<file path="src/rtl/mmio_bus_router_pkg.sv">
// Shared definitions for the MMIO request router.
//   state_t          : router transaction state
//   *_BASE / *_SIZE  : named address windows of the default memory map (word addresses)
//   DEF_REGION_*     : packed default windows for the four default slave ports
//   region_slice()   : low bit of element idx in a packed vector of width-bit elements
package mmio_bus_router_pkg;

  typedef enum logic [1:0] {
    ST_IDLE,
    ST_WAIT,
    ST_ERR,
    ST_DONE
  } state_t;

  localparam int DEF_ADDR_W   = 27;
  localparam int DEF_N_SLAVES = 4;

  localparam logic [DEF_ADDR_W-1:0] SDRAM_BASE  = 27'h000000;
  localparam logic [DEF_ADDR_W-1:0] SDRAM_SIZE  = 27'h800000;
  localparam logic [DEF_ADDR_W-1:0] FLASH_BASE  = 27'h800000;
  localparam logic [DEF_ADDR_W-1:0] FLASH_SIZE  = 27'h400000;
  localparam logic [DEF_ADDR_W-1:0] VRAM32_BASE = 27'hC00000;
  localparam logic [DEF_ADDR_W-1:0] VRAM32_SIZE = 27'h000400;
  localparam logic [DEF_ADDR_W-1:0] VRAM8_BASE  = 27'hC00400;
  localparam logic [DEF_ADDR_W-1:0] VRAM8_SIZE  = 27'h000020;
  localparam logic [DEF_ADDR_W-1:0] ROM_BASE    = 27'hC00420;
  localparam logic [DEF_ADDR_W-1:0] ROM_SIZE    = 27'h002000;
  localparam logic [DEF_ADDR_W-1:0] IO_BASE     = 27'hC02420;
  localparam logic [DEF_ADDR_W-1:0] IO_SIZE     = 27'h000002;

  // VRAM32+VRAM8 share one slave port, as do ROM+IO; the windows are contiguous.
  localparam logic [DEF_ADDR_W-1:0] VRAM_SIZE   = VRAM32_SIZE + VRAM8_SIZE;
  localparam logic [DEF_ADDR_W-1:0] ROMIO_SIZE  = ROM_SIZE + IO_SIZE;

  localparam logic [DEF_N_SLAVES*DEF_ADDR_W-1:0] DEF_REGION_BASE =
    {ROM_BASE, VRAM32_BASE, FLASH_BASE, SDRAM_BASE};
  localparam logic [DEF_N_SLAVES*DEF_ADDR_W-1:0] DEF_REGION_SIZE =
    {ROMIO_SIZE, VRAM_SIZE, FLASH_SIZE, SDRAM_SIZE};

  function automatic int region_slice(input int idx, input int width);
    return idx * width;
  endfunction

endpackage

</file>
<file path="src/rtl/mmio_region_decoder.sv">
// Combinational address decoder: matches an address against N base/size windows.
//   address : CPU word address
//   base    : packed window bases, slave 0 in LSBs
//   size    : packed window sizes in words, slave 0 in LSBs
//   hit     : address falls in at least one window
//   sel     : one-hot winning slave (lowest index on overlap)
//   idx     : binary index of the winning slave
//   offset  : address minus the winning window's base
module mmio_region_decoder
  import mmio_bus_router_pkg::*;
#(
  parameter int N_SLAVES = 4,
  parameter int ADDR_W   = 27,
  parameter int IDX_W    = 2
) (
  input  logic [ADDR_W-1:0]          address,
  input  logic [N_SLAVES*ADDR_W-1:0] base,
  input  logic [N_SLAVES*ADDR_W-1:0] size,
  output logic                       hit,
  output logic [N_SLAVES-1:0]        sel,
  output logic [IDX_W-1:0]           idx,
  output logic [ADDR_W-1:0]          offset
);

  logic [N_SLAVES-1:0] in_win;
  logic [ADDR_W-1:0]   diff [N_SLAVES];

  for (genvar g = 0; g < N_SLAVES; g++) begin : g_win
    logic [ADDR_W-1:0] win_base;
    logic [ADDR_W-1:0] win_size;
    assign win_base  = base[region_slice(g, ADDR_W) +: ADDR_W];
    assign win_size  = size[region_slice(g, ADDR_W) +: ADDR_W];
    assign diff[g]   = address - win_base;
    // The lower-bound test keeps the difference from wrapping into a false hit.
    assign in_win[g] = (address >= win_base) && (diff[g] < win_size);
  end

  always_comb begin
    // NOTE: every output gets a default before the loop; otherwise paths without a hit infer latches.
    hit    = 1'b0;
    sel    = '0;
    idx    = '0;
    offset = '0;
    // Scan downwards so the lowest matching index is written last and wins.
    for (int i = N_SLAVES - 1; i >= 0; i--) begin
      if (in_win[i]) begin
        hit    = 1'b1;
        sel    = '0;
        sel[i] = 1'b1;
        idx    = IDX_W'(i);
        offset = diff[i];
      end
    end
  end

endmodule

</file>
<file path="src/rtl/mmio_bus_router.sv">
// Routes CPU start/busy memory requests to one of N slave ports by address window.
//   clk, reset        : clock, synchronous active-high reset
//   address/data/we   : CPU request, sampled when start is seen in IDLE
//   start             : CPU request, held high until busy is seen low
//   busy              : transaction in progress
//   q, err            : read data / error flag of the last completion
//   s_req             : one-hot single-cycle request pulse to the selected slave
//   s_addr            : window-relative address, held until completion
//   s_wdata, s_we     : latched write data / write enable, held until completion
//   s_ack, s_rdata    : per-slave completion pulse and read data
// Unmapped addresses and watchdog expiry complete with err=1 and q=0.
module mmio_bus_router
  import mmio_bus_router_pkg::*;
#(
  parameter int N_SLAVES = DEF_N_SLAVES,
  parameter int ADDR_W   = DEF_ADDR_W,
  parameter int DATA_W   = 32,
  parameter int TIMEOUT  = 1024,
  parameter logic [N_SLAVES*ADDR_W-1:0] REGION_BASE = DEF_REGION_BASE,
  parameter logic [N_SLAVES*ADDR_W-1:0] REGION_SIZE = DEF_REGION_SIZE
) (
  input  logic                       clk,
  input  logic                       reset,
  input  logic [ADDR_W-1:0]          address,
  input  logic [DATA_W-1:0]          data,
  input  logic                       we,
  input  logic                       start,
  output logic                       busy,
  output logic [DATA_W-1:0]          q,
  output logic                       err,
  output logic [N_SLAVES-1:0]        s_req,
  output logic [ADDR_W-1:0]          s_addr,
  output logic [DATA_W-1:0]          s_wdata,
  output logic                       s_we,
  input  logic [N_SLAVES-1:0]        s_ack,
  input  logic [N_SLAVES*DATA_W-1:0] s_rdata
);

  localparam int IDX_W = (N_SLAVES > 1) ? $clog2(N_SLAVES) : 1;
  localparam int WD_W  = $clog2(TIMEOUT);
  localparam logic [WD_W-1:0] WD_LAST = WD_W'(TIMEOUT - 1);

  state_t            state;
  logic [IDX_W-1:0]  sel_q;
  logic [WD_W-1:0]   watchdog;

  logic                dec_hit;
  logic [N_SLAVES-1:0] dec_sel;
  logic [IDX_W-1:0]    dec_idx;
  logic [ADDR_W-1:0]   dec_offset;

  logic                sel_ack;
  logic [DATA_W-1:0]   sel_rdata;

  mmio_region_decoder #(
    .N_SLAVES (N_SLAVES),
    .ADDR_W   (ADDR_W),
    .IDX_W    (IDX_W)
  ) u_decoder (
    .address (address),
    .base    (REGION_BASE),
    .size    (REGION_SIZE),
    .hit     (dec_hit),
    .sel     (dec_sel),
    .idx     (dec_idx),
    .offset  (dec_offset)
  );

  // Only the slave latched at issue can complete the transaction.
  assign sel_ack   = s_ack[sel_q];
  assign sel_rdata = s_rdata[region_slice(int'(sel_q), DATA_W) +: DATA_W];

  always_ff @(posedge clk) begin
    // NOTE: all state uses non-blocking assignments so every register sees pre-edge values.
    if (reset) begin
      state    <= ST_IDLE;
      busy     <= 1'b0;
      q        <= '0;
      err      <= 1'b0;
      s_req    <= '0;
      s_addr   <= '0;
      s_wdata  <= '0;
      s_we     <= 1'b0;
      sel_q    <= '0;
      watchdog <= '0;
    end else begin
      case (state)
        ST_IDLE: begin
          if (start) begin
            busy <= 1'b1;
            if (dec_hit) begin
              s_req    <= dec_sel;
              s_addr   <= dec_offset;
              s_wdata  <= data;
              s_we     <= we;
              sel_q    <= dec_idx;
              watchdog <= '0;
              state    <= ST_WAIT;
            end else begin
              state <= ST_ERR;
            end
          end
        end

        ST_WAIT: begin
          s_req <= '0;
          // Ack is tested first so it wins over a watchdog expiring on the same edge.
          if (sel_ack || (watchdog == WD_LAST)) begin
            q       <= sel_ack ? sel_rdata : '0;
            err     <= !sel_ack;
            busy    <= 1'b0;
            s_addr  <= '0;
            s_wdata <= '0;
            s_we    <= 1'b0;
            state   <= ST_DONE;
          end else begin
            watchdog <= watchdog + 1'b1;
          end
        end

        ST_ERR: begin
          q     <= '0;
          err   <= 1'b1;
          busy  <= 1'b0;
          state <= ST_DONE;
        end

        ST_DONE: begin
          // A start still held from the finished transaction must drop before re-issue.
          if (!start) state <= ST_IDLE;
        end

        default: state <= ST_IDLE;
      endcase
    end
  end

endmodule
</file>
<file path="config.mk">
export PLATFORM = sky130hd
export DESIGN_NAME = mmio_bus_router
export DESIGN_NICKNAME = d
export VERILOG_FILES = /design/src/rtl/mmio_bus_router_pkg.sv /design/src/rtl/mmio_region_decoder.sv /design/src/rtl/mmio_bus_router.sv
export SDC_FILE = /design/constraint.sdc
export NUM_CORES = 1
export LEC_CHECK = 0
export ABC_AREA = 1
export CORE_UTILIZATION = 59
export DETAILED_ROUTE_END_ITERATION = 8
export PLACE_DENSITY = 0.94
export REMOVE_ABC_BUFFERS = 1
export SLEW_MARGIN = 40
export SYNTH_ARGS = -nofsm -noshare
export SYNTH_HDL_FRONTEND = slang
export SYNTH_HIERARCHICAL = 1
export SYNTH_SLANG_ARGS = --single-unit
</file>
<file path="constraint.sdc">
create_clock -name clk -period 11.1 [get_ports clk]
set_input_delay 2.22 -clock clk [delete_from_list [all_inputs] [get_ports clk]]
set_output_delay 2.22 -clock clk [all_outputs]
set_load 0.02 [all_outputs]
</file>
==> reports/qor.yml, run 1 <==
run_status:
  status: "complete, no violations"
cts:
  htreeDepth: 3
  cts_tree: "built"
  root_buffer: "clkbuf_16"
  insertion_delay_ps: 360
  post_cts_buffers: 0
  postCtsHoldBufs: 0
  ctsResizeCount: 0
  cts.path.max_buffers: 2
  clock_sinks: 112
  numCtsBuffers: 9
  clk_pin_slew_ps: 80
die:
  placementRows: 62
  core_mm2: 0.0287
  io_pins: 293
  die_y_um: 173
  initial_core_util_pct: 60.1
  die_w_um: 173
  die_area_mm2: 0.0299
critical_path:
  crit_required_ps: 11350
  cpPeakStageDelay_ps: 740
  cp.arrival_ps: 7760
  cp-end-kind: "flop"
  slowest_stage: "clkdlybuf4s50_1"
  crit_fanout: 120
  start_kind: "input pin"
  worst_path_most_repeated_cell: "nand2_1"
  path_class: "input pin to flop"
grt:
  grt_overflow: 0
  track_usage_pct: 41.5
  grt_pass1_vias: 19845
  antenna_found_initial: 9
  grt_max_degree: 121
  grt_pass1_wl_um: 99300
power:
  combPwrFrac_pct: 69.8
  powerDensity_mw_per_mm2: 154
  p_int_w: 0.00155
  ir_worst_vdd_uv: 223
  swShare_pct: 52.9
  p_leak_nw: 10.8
  p_sw_w: 0.00174
  clockPowerShare_pct: 10.6
  seqPwrFrac_pct: 19.6
route:
  first_iter_violations: 2025
  dr.pass1.iters: 6
  totalWireLength_um: 64400
  ant_nets: 0
  viasPerCell: 5.43
  vias: 21573
  wl_per_cell_um: 16.2
  drc: 0
logic_synthesis:
  synth-seq-area-share_pct: 13.0
  synth_warnings: 6
  ys.flop_type: "dfxtp_1"
  synth_async_sr_flop_share_pct: 0
  syn_avg_cell_area_um2: 5.51
  syn_area_mm2: 0.0173
  ys_ff_latch: 112
  syn_inst: 3133
  ys_types: 48
  synth_edf_count: 0
layout:
  final_util_pct: 74.4
  fill_cells: 2511
  final_cell_area_mm2: 0.0214
  final_nets: 3990
  drive_gt1_share_pct: 2.18
  area_delta_synth_final_pct: 23.8
sta:
  max_slew.worst_pin.slew_ps: 835
  setup_viol: 0
  final.period_utilization_pct: 67.7
  maxSlewHeadroom_pct: 44.4
  period_needed_ps: 7510
  rsz0062_at_grt: "no"
  max_freq_ghz: 0.133
  clock_skew_ps: 15.6
  hold_viol: 0
  slew_viol_final: 0
  tns_ps: 0
place:
  port_buffers: 292
  dp.final_hpwl_um: 52500
  gp_congestion: 1.04
  place_area_mm2: 0.0210
job:
  maxCapViolCount: 0
min_path:
  hold_path.class: "flop to flop"
-- kinds of logic after synthesis --
logic type | share of synthesized area [%]
XOR/XNOR | 3.50
flip-flops | 13.0
AND/OR/NAND/NOR | 40.5
other | 0.0435
AO/OA/AOI/OAI | 12.2
buffers and inverters | 14.5
adder cells (fa/ha/maj) | 16.3
-- path summary, 6_finish.rpt --
check / startpoint / endpoint / slack (ps) / cells after the start
worst max register to register: sel_q[1]$_SDFFE_PP0P_ / q[3]$_SDFFE_PP0P_ / 7690 / 9
worst max-delay path: address[20] / s_addr[16]$_SDFFE_PP0P_ / 3590 / 28
worst min-delay path: q[12]$_SDFFE_PP0P_ / q[12]$_SDFFE_PP0P_ / 470 / 2
worst min register to register: q[12]$_SDFFE_PP0P_ / q[12]$_SDFFE_PP0P_ / 470 / 2
-- synthesized netlist by cell type, types with 7 or more instances --
library cell | instances | area share [%]
nand2_1 | 970 | 21
inv_1 | 517 | 11
nor2_1 | 427 | 9.3
a21oi_1 | 232 | 6.7
ha_1 | 218 | 16
nand3_1 | 204 | 5.9
o21ai_0 | 126 | 3.7
dfxtp_1 | 112 | 13
xor2_1 | 53 | 2.7
nand4_1 | 37 | 1.3
clkbuf_1 | 29 | 0.63
nand2_2 | 28 | 1.0
buf_2 | 22 | 0.64
buf_6 | 19 | 1.2
nor3_1 | 19 | 0.55
xnor2_1 | 16 | 0.81
o21bai_1 | 10 | 0.44
inv_2 | 9 | 0.20
nand3b_1 | 9 | 0.39
o21ai_1 | 8 | 0.23
a21o_1 | 7 | 0.30
-- layout make-up --
cell class | instances | area [um2] | share of cell area, %
Clock buffer | 10 | 229 | 1.07
Multi-Input combinational cell | 2622 | 13300 | 62.4
Sequential cell | 112 | 2240 | 10.5
Timing Repair Buffer | 298 | 2970 | 13.9
Antenna cell | 9 | 22.5 | 0.105
Inverter | 530 | 2000 | 9.37
Clock inverter | 6 | 86.3 | 0.404
Tap cell | 384 | 480 | 2.25
-- state kept, by name, indices dropped and copies added (netlist names) --
name / cells
s_addr: 27
busy: 1
s_wdata: 32
watchdog: 10
s_we: 1
q: 32
s_req: 4
state: 2
sel_q: 2
err: 1
-- placed cells by master, fill, tap and decap left out, types with 3 or more instances in the layout --
cell type / synthesis / routed
ha_1: 218 / 218
nand2_1: 970 / 970
buf_4: 6 / 5
and2_1: 3 / 3
nor2_1: 427 / 427
conb_1: 2 / 216
clkbuf_16: 0 / 9
clkinv_2: 2 / 3
a21oi_1: 232 / 232
o211ai_1: 3 / 3
a21o_1: 7 / 7
nor2_2: 6 / 6
nand4_1: 37 / 37
nand3b_1: 9 / 9
dfxtp_1: 112 / 111
nor4_1: 3 / 3
xor2_1: 53 / 53
inv_1: 517 / 516
o21ai_0: 126 / 126
nand3_1: 204 / 204
fa_1: 4 / 4
clkdlybuf4s50_1: 0 / 292
o21bai_1: 10 / 10
inv_2: 9 / 7
diode_2: 0 / 9
xnor2_1: 16 / 16
nor3_1: 19 / 19
o21ai_1: 8 / 7
o21a_1: 6 / 6
nand2_2: 28 / 28
inv_4: 1 / 3
-- power groups by stage --
| stage | sequential [W] | combinational (W) | clock [W] |
|---|---|---|---|
| finish | 0.000645 | 0.00229 | 0.000347 |
| global route | 0.000660 | 0.00250 | 0.000362 |
| CTS | 0.000642 | 0.00224 | 0.000345 |
| detailed placement | 0.000650 | 0.00223 | 0 |
| global placement | 0.000643 | 0.00216 | 0 |
| floorplan | 0.000816 | 0.00125 | 0 |
-- through the flow --
stage	hold slack, ps	setup slack [ps]	total power, W	std cells
3_3_place_gp	451	3200	0.00280	3946
3_5_place_dp	455	3330	0.00288	3946
5_1_grt	481	3130	0.00352	3971
4_1_cts	466	3710	0.00323	3962
6_report	467	3590	0.00329	3971
2_1_floorplan	461	4670	0.00206	3264
-- routing by layer --
layer	GRT usage, %	share of wire (%)
met1	48.7	38
met2	70.1	45
met3	4.57	9.1
met4	30.8	8.6
met5	0	0
-- critical path: cells and delay by family --
kind	cells	cell delay, ps
AOI/OAI and AO/OA	4	640
buffers and inverters	4	1470
adders and majority gates	2	880
and+or+nand+nor	18	2470
Note: power is estimated with default switching activity, not from simulation.
==> run 2: changes to the inputs <==
- CORE_UTILIZATION: 59 -> 56
- PLACE_DENSITY: 0.94 -> 0.91
- clock period: 11.1 -> 7.9 ns (I/O delays scaled with it)
==> run 2 against run 1 <==
  * Worst hold slack improved by 2.2 ps
  * Combinational power increased by 40%
  * Clock power increased by 42%
  * Die area increased by 5.3%
  * Critical path depth decreased by 2
  * Design area increased by 0.31%
  * Worst setup slack got worse by 2400 ps
  * Via count decreased by 5.1%
  * Largest cell class unchanged
==> reports/qor.yml, run 2 (same netlist as run 1, synthesis figures left out) <==
sta:
  final.period_utilization_pct: 84.7
  maxSlewHeadroom_pct: 26.8
  max_freq_ghz: 0.149
  rsz0062_at_grt: "no"
  setup_viol: 0
  hold_ws_ps: 470
  clock_skew_ps: 17.6
  hold_viol: 0
  slew_viol_final: 0
  period_needed_ps: 6690
  tns_ps: 0
  fin_ws_ps: 1210
  max_slew.worst_pin.slew_ps: 1090
grt:
  antenna_found_initial: 7
  grt_pass1_vias: 18401
  grt_max_degree: 68
  track_usage_pct: 37.4
  grt_overflow: 0
  grt_pass1_wl_um: 92300
critical_path:
  start_kind: "input pin"
  crit_required_ps: 8170
  cp.arrival_ps: 6960
  worstReg2RegStart: "sel_q[0]$_SDFFE_PP0P_"
  ff2ff_path_depth: 9
  crit_fanout: 59
  reg2reg_to: "q[21]$_SDFFE_PP0P_"
  path_class: "input pin to flop"
  rrSetupSlack_ps: 4860
  cp-end-kind: "flop"
power:
  p_int_w: 0.00216
  clockPowerShare_pct: 10.7
  p_sw_w: 0.00244
  powerDensity_mw_per_mm2: 215
  swShare_pct: 53.0
  ir_worst_vdd_uv: 193
  combPwrFrac_pct: 69.7
  seqPwrFrac_pct: 19.5
  p_leak_nw: 10.9
route:
  drc: 0
  first_iter_violations: 1648
  ant_nets: 0
  vias: 20468
  totalWireLength_um: 59800
  wl_per_cell_um: 15.0
  dr.pass1.iters: 6
  viasPerCell: 5.14
cts:
  postCtsHoldBufs: 0
  ctsResizeCount: 0
  clk_pin_slew_ps: 90
  numCtsBuffers: 9
  post_cts_buffers: 0
  insertion_delay_ps: 370
  cts.path.max_buffers: 2
  htreeDepth: 3
  clock_sinks: 112
  cts_tree: "built"
  root_buffer: "clkbuf_16"
min_path:
  min_path_cells: 2
  hold_path.class: "flop to flop"
  hold_start: "q[6]$_SDFFE_PP0P_"
  min_to: "q[6]$_SDFFE_PP0P_"
layout:
  final_nets: 3997
  final_common_cell: "nand2_1"
  fill_cells: 2860
  area_delta_synth_final_pct: 24.1
  final_cell_area_mm2: 0.0214
  final_cell_mix: "nand2_1 (970), inv_1 (516), nor2_1 (427)"
  drive_gt1_share_pct: 2.40
  top_regs: "q (32), s_wdata (32), s_addr (27)"
place:
  gp_congestion: 1.07
  place_area_mm2: 0.0211
  dp.final_hpwl_um: 48400
  post-place-ws_ps: 1120
  port_buffers: 292
job:
  maxCapViolCount: 0
die:
  placementRows: 63
  core_mm2: 0.0300
  initial_core_util_pct: 57.6
  die_area_mm2: 0.0315
  die_w_um: 178
  die_y_um: 178
  io_pins: 293
run_status:
  status: "complete, no violations"
run 2: how the worst max path moves through the flow:
stage | to | depth (start not counted) | slack (ps) | from
global placement | s_wdata[1]$_SDFFE_PP0P_ | 26 | 1290 | address[5]
floorplan | s_addr[0]$_SDFFE_PP0P_ | 29 | 2110 | address[13]
finish | s_wdata[11]$_SDFFE_PP0P_ | 26 | 1210 | address[4]
CTS | s_wdata[10]$_SDFFE_PP0P_ | 26 | 1420 | address[5]
global route | s_wdata[10]$_SDFFE_PP0P_ | 26 | 880 | address[5]
detailed placement | s_wdata[11]$_SDFFE_PP0P_ | 26 | 1120 | address[5]
run 2: through the flow:
step	utilization [%]	total power [W]	cells
finish	71.5	0.00460	3982
global route	71.5	0.00498	3982
CTS	71.4	0.00455	3975
detailed placement	70.4	0.00403	3959
global placement	70.4	0.00398	3959
floorplan	-	0.00290	3264
run 2: worst max-delay path, cell delays in order:
cell,delay [ps]
clkdlybuf4s50_1,660
ha_1,500
nand2_1,120
o21ai_1,220
nor2_1,130
o21ai_1,270
a21oi_1,130
xnor2_1,340
ha_1,330
a21oi_1,180
o21ai_0,130
nand4_1,110
o211ai_1,90
nand2_1,70
nand2_1,50
nor2_1,130
nand2_2,390
nand3_1,270
nand3_1,190
o21ai_1,190
nand2_2,80
clkinv_2,260
buf_12,290
nand2_1,90
nand2_1,70
nor2_1,40
run 2: routing by layer:
layer  routed length (um)  up-vias  GRT usage (%)
li1                     -    10498              -
met1                24000     8969           45.9
met2                26400      828           61.0
met3                 5330      173           5.42
met4                 4060        0           24.3
met5                    0        -              0
run 2: cell type report:
cell class / count / area (um2) / area share (%)
Tap cell: 390 / 488 / 2.28
Timing Repair Buffer: 305 / 3040 / 14.2
Clock buffer: 9 / 225 / 1.05
Multi-Input combinational cell: 2622 / 13300 / 62.2
Clock inverter: 7 / 93.8 / 0.438
Sequential cell: 112 / 2240 / 10.5
Inverter: 530 / 2000 / 9.32
Antenna cell: 7 / 17.5 / 0.0818
run 2: power groups by stage:
stage / sequential [W] / clock (W) / combinational, W
CTS: 0.000896 / 0.000496 / 0.00315
global placement: 0.000901 / 0 / 0.00308
detailed placement: 0.000906 / 0 / 0.00312
global route: 0.000924 / 0.000518 / 0.00353
finish: 0.000899 / 0.000494 / 0.00321
floorplan: 0.00115 / 0 / 0.00175
==> run 3: changes to the inputs <==
- CORE_UTILIZATION: 56 -> 50
- PLACE_DENSITY: 0.91 -> 0.86
- clock period: 7.9 -> 5.6 ns (I/O delays scaled with it)
==> run 3 against run 2 <==
  * Critical path depth up 2
  * Register-to-register slack got worse by 2600 ps
  * Worst setup slack lost 950 ps
  * Clock skew increased by 6.7 ps
  * Highest routed layer unchanged
  * Die area is 12% higher
==> reports/qor.yml, run 3 (same netlist as run 1, synthesis figures left out) <==
run_status:
  status: "complete, no violations"
sta:
  max_freq_ghz: 0.187
  setup_viol: 0
  hold_ws_ps: 466
  final.period_utilization_pct: 95.5
  slew_viol_final: 0
  hold_viol: 0
  clock_skew_ps: 24.2
  max_slew.worst_pin.slew_ps: 766
  maxSlewHeadroom_pct: 48.4
  period_needed_ps: 5350
grt:
  use_met2_pct: 57.0
  grt_use_met3_pct: 3.95
  antenna_found_initial: 2
  grt_max_degree: 68
  grt_pass1_vias: 18879
  top_usage_layer: "met2"
  grt_overflow: 0
  grt_pass1_wl_um: 96100
  track_usage_pct: 34.3
  grt_use_met1_pct: 42.7
route:
  wl_per_cell_um: 14.9
  totalWireLength_um: 61700
  first_iter_violations: 1472
  dr.pass1.iters: 5
  vias: 20786
  drc: 0
  viasPerCell: 5.01
  ant_nets: 0
cts:
  post_cts_buffers: 0
  numCtsBuffers: 9
  insertion_delay_ps: 360
  htreeDepth: 3
  clk_pin_slew_ps: 90
  root_buffer: "clkbuf_16"
  clock_sinks: 112
  cts.path.max_buffers: 2
  cts_tree: "built"
critical_path:
  cp-end-kind: "flop"
  slowest_stage: "clkdlybuf4s50_1"
  cp_top_family: "simple AND/OR/NAND/NOR gates"
  start_kind: "input pin"
  path_class: "input pin to flop"
  crit_buf_inv: 5
  crit_fanout: 52
  crit_required_ps: 5860
  cp.arrival_ps: 5610
  worst_path_most_repeated_cell: "nor2_1"
  cpPeakStageDelay_ps: 760
die:
  initial_core_util_pct: 51.2
  die_area_mm2: 0.0353
  die_w_um: 188
  core_mm2: 0.0337
  placementRows: 67
  die_y_um: 188
  io_pins: 293
layout:
  drive_gt1_share_pct: 5.76
  final_nets: 4108
  final_common_cell: "nand2_1"
  area_delta_synth_final_pct: 30.8
  final_cell_mix: "nand2_1 (970), inv_1 (516), nor2_1 (423)"
  final_util_pct: 67.0
  top_regs: "q (32), s_wdata (32), s_addr (27)"
power:
  clockPowerShare_pct: 10.1
  seqPwrFrac_pct: 18.9
  p_leak_nw: 11.6
  ir_worst_vdd_uv: 246
  swShare_pct: 51.8
  combPwrFrac_pct: 70.9
  powerDensity_mw_per_mm2: 295
  p_int_w: 0.00321
  p_sw_w: 0.00345
place:
  gp_congestion: 1.05
  port_buffers: 292
  dp.final_hpwl_um: 51800
job:
  maxCapViolCount: 0
min_path:
  hold_path.class: "flop to flop"
-- run 3: path summary, 6_finish.rpt --
check	slack, ps	depth (start not counted)	startpoint	end
worst min-delay path	470	2	q[7]$_SDFFE_PP0P_	q[7]$_SDFFE_PP0P_
worst min register to register	470	2	q[7]$_SDFFE_PP0P_	q[7]$_SDFFE_PP0P_
worst max-delay path	250	28	address[10]	s_addr[25]$_SDFFE_PP0P_
worst max register to register	2290	9	sel_q[1]$_SDFFE_PP0P_	q[10]$_SDFFE_PP0P_
-- run 3: layer usage --
| metal | up-vias | share of wire, % |
|---|---|---|
| li1 | 10692 | - |
| met5 | - | 0 |
| met1 | 9180 | 41 |
| met4 | 0 | 6.4 |
| met3 | 141 | 7.7 |
| met2 | 773 | 44 |
-- run 3: metrics by stage --
stage / setup WS (ps) / total power, W / setup TNS, ps / cell area [um2] / std cells
6_report: 254 / 0.00666 / 0 / 22600 / 4146
5_1_grt: -14.5 / 0.00722 / -22.0 / 22600 / 4146
4_1_cts: 256 / 0.00661 / 0 / 22400 / 4144
3_5_place_dp: -129 / 0.00592 / -1920 / 22100 / 4128
3_3_place_gp: -9.55 / 0.00584 / -96.6 / 22100 / 4128
2_1_floorplan: 270 / 0.00409 / 0 / 17600 / 3264
-- run 3: repair_timing --
action / 4_1_cts / 5_1_grt
hold buffers: 0 / 0
gates resized for setup: 0 / 33
endpoints found under the setup margin: 0 / 74
endpoints found under the hold margin: 0 / 0
-- run 3: cell type report --
| cell class | instances | area [um2] |
|---|---|---|
| Fill cell | 3256 | 11100 |
| Inverter | 530 | 2000 |
| Multi-Input combinational cell | 2622 | 13400 |
| Antenna cell | 2 | 5.00 |
| Timing Repair Buffer | 416 | 4030 |
| Clock buffer | 9 | 225 |
| Clock inverter | 7 | 91.3 |
| Sequential cell | 112 | 2240 |
| Tap cell | 448 | 561 |
-- run 3: worst min-delay path: cells and delay by family (launching register included) --
| kind | cells | cell delay, ps |
|---|---|---|
| AOI/OAI and AO/OA | 1 | 50 |
| DFF | 1 | 310 |
| and+or+nand+nor | 1 | 60 |
-- run 3: power by group through the flow --
| stage | sequential (W) | combinational, W | clock (W) |
|---|---|---|---|
| after floorplan | 0.00162 | 0.00247 | 0 |
| after global placement | 0.00127 | 0.00458 | 0 |
| after detailed placement | 0.00128 | 0.00464 | 0 |
| after CTS | 0.00126 | 0.00466 | 0.000689 |
| after global routing | 0.00130 | 0.00521 | 0.000719 |
| final | 0.00126 | 0.00473 | 0.000676 |
